**config.mk**
```make
export PLATFORM = sky130hd
export DESIGN_NAME = fp_pipe_sequencer
export DESIGN_NICKNAME = d
export VERILOG_FILES = /design/src/rtl/fp_pipe_sequencer.sv
export SDC_FILE = /design/constraint.sdc
export NUM_CORES = 2
export LEC_CHECK = 0
export ABC_AREA = 0
export ABC_CLOCK_PERIOD_IN_PS = 33800
export CORE_AREA = 2 2 330 332
export CTS_CLUSTER_DIAMETER = 100
export DETAILED_ROUTE_END_ITERATION = 8
export DIE_AREA = 0 0 332 334
export GPL_TIMING_DRIVEN = 0
export PLACE_DENSITY = 0.78
export SLEW_MARGIN = 25
export SYNTH_ARGS = -nofsm -noshare
export SYNTH_HDL_FRONTEND = slang
export SYNTH_SLANG_ARGS = --single-unit
```
**constraint.sdc**
```tcl
create_clock -name clk -period 33.8 [get_ports clk]
set_clock_uncertainty 0.05 [all_clocks]
set_input_delay 5.07 -clock clk [delete_from_list [all_inputs] [get_ports clk]]
set_output_delay 5.07 -clock clk [all_outputs]
set_load 0.02 [all_outputs]
```
**src/rtl/fp_pipe_sequencer.sv**
```systemverilog
// ---------------------------------------------------------------------------
// fp_pipe_sequencer
//
// Issue/collect front end for the 5-stage FP execute pipeline (fx1..fx5).
// Requests arrive on a valid/ready port and are registered onto the of_*
// operand-fetch outputs. A {valid,tag} shift register follows each operation
// down the pipe. When the tag pipe's last stage is valid, lanes 0-3 of the
// fx5 result are captured into a response FIFO, which returns results in
// issue order with valid/ready backpressure.
//
// Optional feature: define FP_SEQ_PERF_EN to add 32-bit wrapping performance
// counters perf_issued / perf_retired / perf_stall.
//
// Ports
//   clk, reset                 clock; asynchronous active-high reset
//   req_valid/req_ready        request handshake
//   req_op, req_a, req_b       alu op and operand lanes 0-3 (lane n = [32n+31:32n])
//   req_tag                    opaque id returned with the result
//   of_instruction_valid       one-cycle pulse per accepted request
//   of_instruction_i           registered req_op
//   of_pipeline_sel            constant PIPE_FP_ARITH
//   of_operand1/2              registered req_a/req_b
//   of_mask_value              constant 16'hFFFF
//   fx5_instruction_valid      result valid from fx5
//   fx5_result_lo              fx5 result lanes 0-3
//   rsp_valid/rsp_ready        response handshake
//   rsp_result, rsp_tag        response payload
//   perf_*                     (FP_SEQ_PERF_EN only) accepts, pops, stall cycles
//   protocol_error             sticky: fx5 valid disagreed with the tag pipe
// ---------------------------------------------------------------------------
module fp_pipe_sequencer #(
    parameter int         FP_LATENCY    = 5,
    parameter int         FIFO_DEPTH    = 8,
    parameter int         TAG_WIDTH     = 8,
    parameter logic [1:0] PIPE_FP_ARITH = 2'd1
) (
    input  logic                 clk,
    input  logic                 reset,
    input  logic                 req_valid,
    output logic                 req_ready,
    input  logic [5:0]           req_op,
    input  logic [127:0]         req_a,
    input  logic [127:0]         req_b,
    input  logic [TAG_WIDTH-1:0] req_tag,
    output logic                 of_instruction_valid,
    output logic [5:0]           of_instruction_i,
    output logic [1:0]           of_pipeline_sel,
    output logic [127:0]         of_operand1,
    output logic [127:0]         of_operand2,
    output logic [15:0]          of_mask_value,
    input  logic                 fx5_instruction_valid,
    input  logic [127:0]         fx5_result_lo,
    output logic                 rsp_valid,
    input  logic                 rsp_ready,
    output logic [127:0]         rsp_result,
    output logic [TAG_WIDTH-1:0] rsp_tag,
`ifdef FP_SEQ_PERF_EN
    output logic [31:0]          perf_issued,
    output logic [31:0]          perf_retired,
    output logic [31:0]          perf_stall,
`endif
    output logic                 protocol_error
);

    localparam int PTR_W   = (FIFO_DEPTH > 1) ? $clog2(FIFO_DEPTH) : 1;
    localparam int CNT_W   = $clog2(FIFO_DEPTH + 1);
    localparam int ENTRY_W = 128 + TAG_WIDTH;
    localparam logic [CNT_W:0] DEPTH_V = (CNT_W + 1)'(FIFO_DEPTH);

    // Stage 0 is the of_* register itself; stage FP_LATENCY lines up with fx5.
    logic [FP_LATENCY:0] pipe_valid;
    logic [TAG_WIDTH-1:0] pipe_tag [FP_LATENCY+1];

    // Response storage: a RAM plus an output register that holds the head.
    // rsp_valid marks the output register as occupied, so total occupancy is
    // mem_count + rsp_valid.
    logic [ENTRY_W-1:0] mem [FIFO_DEPTH];
    logic [PTR_W-1:0]   wr_ptr;
    logic [PTR_W-1:0]   rd_ptr;
    logic [CNT_W-1:0]   mem_count;

    logic               accept;
    logic               push;
    logic               pop;
    logic               out_load;
    logic               take_mem;
    logic               bypass;
    logic               mem_write;
    logic [CNT_W-1:0]   inflight;
    logic [CNT_W-1:0]   fifo_count;
    logic [CNT_W:0]     used;

    assign of_pipeline_sel      = PIPE_FP_ARITH;
    assign of_mask_value        = 16'hFFFF;
    assign of_instruction_valid = pipe_valid[0];

    assign push      = pipe_valid[FP_LATENCY];
    assign pop       = rsp_valid & rsp_ready;
    assign out_load  = ~rsp_valid | pop;
    assign take_mem  = out_load & (mem_count != '0);
    // Empty RAM and free output register: a capture goes straight to the output.
    assign bypass    = out_load & (mem_count == '0) & push;
    assign mem_write = push & ~bypass;

    always_comb begin
        inflight = '0;
        for (int i = 0; i <= FP_LATENCY; i++) begin
            inflight = inflight + CNT_W'(pipe_valid[i]);
        end
    end

    assign fifo_count = mem_count + CNT_W'(rsp_valid);
    assign used       = {1'b0, fifo_count} + {1'b0, inflight};
    // A pop this cycle frees a slot immediately, so it reopens req_ready.
    assign req_ready  = (used != DEPTH_V) | pop;
    assign accept     = req_valid & req_ready;

    // Issue register and tag pipe.
    always_ff @(posedge clk or posedge reset) begin
        if (reset) begin
            of_instruction_i <= '0;
            of_operand1      <= '0;
            of_operand2      <= '0;
            pipe_valid       <= '0;
            for (int i = 0; i <= FP_LATENCY; i++) begin
                pipe_tag[i] <= '0;
            end
        end else begin
            pipe_valid <= {pipe_valid[FP_LATENCY-1:0], accept};
            for (int i = 1; i <= FP_LATENCY; i++) begin
                pipe_tag[i] <= pipe_tag[i-1];
            end
            if (accept) begin
                of_instruction_i <= req_op;
                of_operand1      <= req_a;
                of_operand2      <= req_b;
                pipe_tag[0]      <= req_tag;
            end
        end
    end

    // RAM write port kept free of reset so it maps onto block RAM.
    always_ff @(posedge clk) begin
        if (mem_write) begin
            mem[wr_ptr] <= {fx5_result_lo, pipe_tag[FP_LATENCY]};
        end
    end

    always_ff @(posedge clk or posedge reset) begin
        if (reset) begin
            wr_ptr         <= '0;
            rd_ptr         <= '0;
            mem_count      <= '0;
            rsp_valid      <= 1'b0;
            rsp_result     <= '0;
            rsp_tag        <= '0;
            protocol_error <= 1'b0;
        end else begin
            if (mem_write) begin
                wr_ptr <= wr_ptr + PTR_W'(1);
            end
            if (take_mem) begin
                {rsp_result, rsp_tag} <= mem[rd_ptr];
                rd_ptr                <= rd_ptr + PTR_W'(1);
            end else if (bypass) begin
                rsp_result <= fx5_result_lo;
                rsp_tag    <= pipe_tag[FP_LATENCY];
            end
            // Output register keeps its payload when drained empty.
            if (out_load) begin
                rsp_valid <= take_mem | bypass;
            end
            mem_count <= mem_count + CNT_W'(mem_write) - CNT_W'(take_mem);
            if (fx5_instruction_valid != pipe_valid[FP_LATENCY]) begin
                protocol_error <= 1'b1;
            end
        end
    end

`ifdef FP_SEQ_PERF_EN
    always_ff @(posedge clk or posedge reset) begin
        if (reset) begin
            perf_issued  <= '0;
            perf_retired <= '0;
            perf_stall   <= '0;
        end else begin
            if (accept) begin
                perf_issued <= perf_issued + 32'd1;
            end
            if (pop) begin
                perf_retired <= perf_retired + 32'd1;
            end
            if (req_valid & ~req_ready) begin
                perf_stall <= perf_stall + 32'd1;
            end
        end
    end
`endif

endmodule

```
==> results.yml <==
place:
  portBuffers: 804
  place.gp.congestion: 0.909
  hpwl_um: 124000
yosys:
  syn_inst: 3075
  yosysWarnings: 0
  synth_seq_area_share_pct: 75.3
  ys.flop_type: "edfxtp_1"
  synth_area_sq_um: 58800
  syn_avg_cell_area_sq_um: 19.1
  synthArstFlopShare_pct: 29.9
  synth_compound_area_share_pct: 2.98
  yosysMostFrequentCell: "edfxtp_1"
  synth_cell_types: 40
  synth_top_family_by_area: "multiplexers"
  synth-xor-area-share_pct: 0.119
  synth_mux_area_share_pct: 17.0
  synth_area_leaders: "edfxtp_1 (56%), dfrtp_1 (20%), mux4_2 (7.6%), mux2i_1 (4.2%), mux2_1 (3.6%)"
  synth_fa_ha_area_share_pct: 0.447
  synth.largest_area_cell: "edfxtp_1"
  synth_simple_gate_area_share_pct: 2.37
  synth_commonest_cells: "edfxtp_1 (1088), dfrtp_1 (464), mux2i_1 (247)"
  synth-edff-count: 1088
  ys_ff_latch: 1552
  yosys.area.top_type_share_pct: 55.6
global_route:
  grt_max_degree: 98
  antenna_found_initial: 79
  global_route.usage.met2_pct: 50.7
  gr-max-usage-layer: "met2"
  grt_pass1_wl_um: 250000
  use_met1_pct: 38.3
  grt_pass1_vias: 35400
  grt_remaining_overflow: 0
  grt_use_met3_pct: 9.43
  grtUsageTotal_pct: 31.5
clock_tree:
  cts_buffer_depth: 3
  cts-root-buf: "clkbuf_16"
  cts_setup_buffers: 0
  htreeDepth: 4
  cts_hold_buf: 0
  clk_latency_ps: 770
  numCtsBuffers: 155
  cts_tree: "yes"
  cts.clk_slew.worst_paths_ps: 60
  cts.sinks: 1552
  ctsResizeCount: 0
layout:
  area_growth_syn_to_layout_pct: 28.7
  layout.nets: 4626
  fillCellCount: 6662
  fin_util_pct: 70.2
  drive_gt1_share_pct: 17.5
setup_path:
  cpPeakStageDelay_ps: 600
  cpLargestDelayFamily: "buffers and inverters"
  crit_fanout: 2
  crit_buf_inv: 2
  worst_path_most_repeated_cell: "clkdlybuf4s50_1"
  startpoint_type: "primary input"
  ff2ff_path_depth: 11
  path_cells: "clkdlybuf4s50_1, a211oi_1, o31ai_4, clkdlybuf4s50_1"
  r2r_setup_slack_ps: 29220
  end_kind: "output pin"
  cp_slowest_cell: "clkdlybuf4s50_1"
  reg2reg_to: "of_operand1[103]"
  crit-reg2reg-launch: "pipe_valid[0]"
  critPathKind: "in2out"
  worstPathArrival_ps: 6770
  required_ps: 28680
timing:
  period_minus_slack_ps: 11890
  slew_viol_final: 0
  hold_viol: 0
  final-setup-viol-count: 0
  slew-limit-headroom_pct: 27.7
  tns_ps: 0
  tightest_slew_ps: 1080
  period_share_pct: 35.2
  rsz0062_at_grt: "no"
  fmax_mhz: 84.1
  whs_ps: 297
detailed_routing:
  wire_per_inst_um: 30.1
  routed-via-count: 34900
  viasPerCell: 6.00
  drt_pass1_iterations: 7
  drc: 0
  drtAntennaViolNets: 0
  wl_um: 175000
  drt_iter0_markers: 3803
hold_path:
  hold_path_depth: 0
  worstHoldEndpoint: "pipe_tag[1]"
  hold_path.class: "reg2reg"
  min-delay-start: "pipe_tag[9]"
floorplanning:
  dieHeight_um: 334
  core_sq_um: 108000
  die_area_sq_um: 111000
  num_io_pins: 823
  die_width_um: 332
  initial_utilization_pct: 54.6
  rows: 121
run:
  drv_cap: 0
power:
  total_power_mw: 6.69
  power_density_nw_per_um2: 88.4
  max-vdd-ir-drop_v: 0.0000476
  p_leak_nw: 27.2
run_status:
  status: "finished clean"
[worst max-delay path by stage]
stage,cells past startpoint,end,slack [ps],from
detailed placement,4,req_ready,21930,rsp_ready
CTS,4,req_ready,21920,rsp_ready
global route,4,req_ready,21860,rsp_ready
finish,4,req_ready,21910,rsp_ready
global placement,6,mem[0][34],930,rsp_ready
floorplan,5,mem[0][0],14280,rsp_ready
[kinds of logic (layout without fill, tap and decap cells)]
group / Yosys count / after routing
and+or+nand+nor: 313 / 313
muxes: 715 / 715
buffers and inverters: 211 / 1458
adders and majority gates: 18 / 18
DFF: 1552 / 1552
xor gates and xnor gates: 8 / 8
AOI/OAI and AO/OA: 256 / 256
other: 2 / 77
[power by group]
part | internal [mW] | switching, mW | total (mW)
combinational | 1.03 | 1.27 | 2.30
sequential | 2.49 | 0.208 | 2.70
clock | 0.953 | 0.730 | 1.68
total | 4.47 | 2.21 | 6.69
[worst reg2reg max path, delay by kind of cell (launching register included)]
kind,cells,cell delay [ps]
adder cells (fa/ha/maj),4,1790
buffers and inverters,3,670
AO/OA/AOI/OAI,2,630
AND/OR/NAND/NOR,1,470
flip-flops,1,460
multiplexers,1,400
[through the flow]
step | setup slack (ps) | cells | area, sq um
after detailed placement | 21930 | 5462 | 70500
after floorplan | 14280 | 3091 | 58900
after CTS | 21920 | 5752 | 75500
after global routing | 21860 | 5803 | 75600
final | 21910 | 5811 | 75700
after global placement | 932 | 5309 | 68700
[sequential cells by signal, indices dropped and copies added (netlist names), 4 cells and up]
signal            count
pipe_tag             48
of_operand1         128
rsp_result          128
of_operand2         128
mem                1088
mem_count             4
pipe_valid            6
of_instruction_i      6
rsp_tag               8
[placed cells by master (no fill, tap or decap), drive strengths merged, types with 2 or more instances in the layout]
master / instances
o211ai: 99
conb: 18
nor2: 43
clkdlybuf4s50: 804
dfrtp: 464
bufinv: 5
a21oi: 75
nand2b: 6
nor3: 5
nor2b: 2
ha: 13
xnor2: 6
fa: 5
clkinvlp: 8
xor2: 2
mux2: 270
clkinv: 43
diode: 59
edfxtp: 1088
mux4: 198
and2: 2
nand2: 114
nor4: 2
o21a: 2
buf: 254
a22oi: 74
nand3: 136
inv: 24
mux2i: 247
clkbuf: 320
[routing by layer]
metal | share of wire [%] | wire [um]
met1 | 35 | 60400
met2 | 49 | 86000
met3 | 10 | 18100
met4 | 5.9 | 10300
met5 | 0.078 | 137
[final cells by class]
class                   count  area [sq um]  area share [%]
flip-flops and latches   1552         44300            58.5
clock buffers             226          4410            5.83
diodes                     59           148           0.195
repair buffers            957          9810            13.0
well taps                1414          1770            2.34
plain buffers             195          1010            1.34
clock inverters            64           577           0.762
multi-input cells        1328         13600            17.9
inverters                  16          67.6          0.0893
Power figures use the tool's default switching activity.
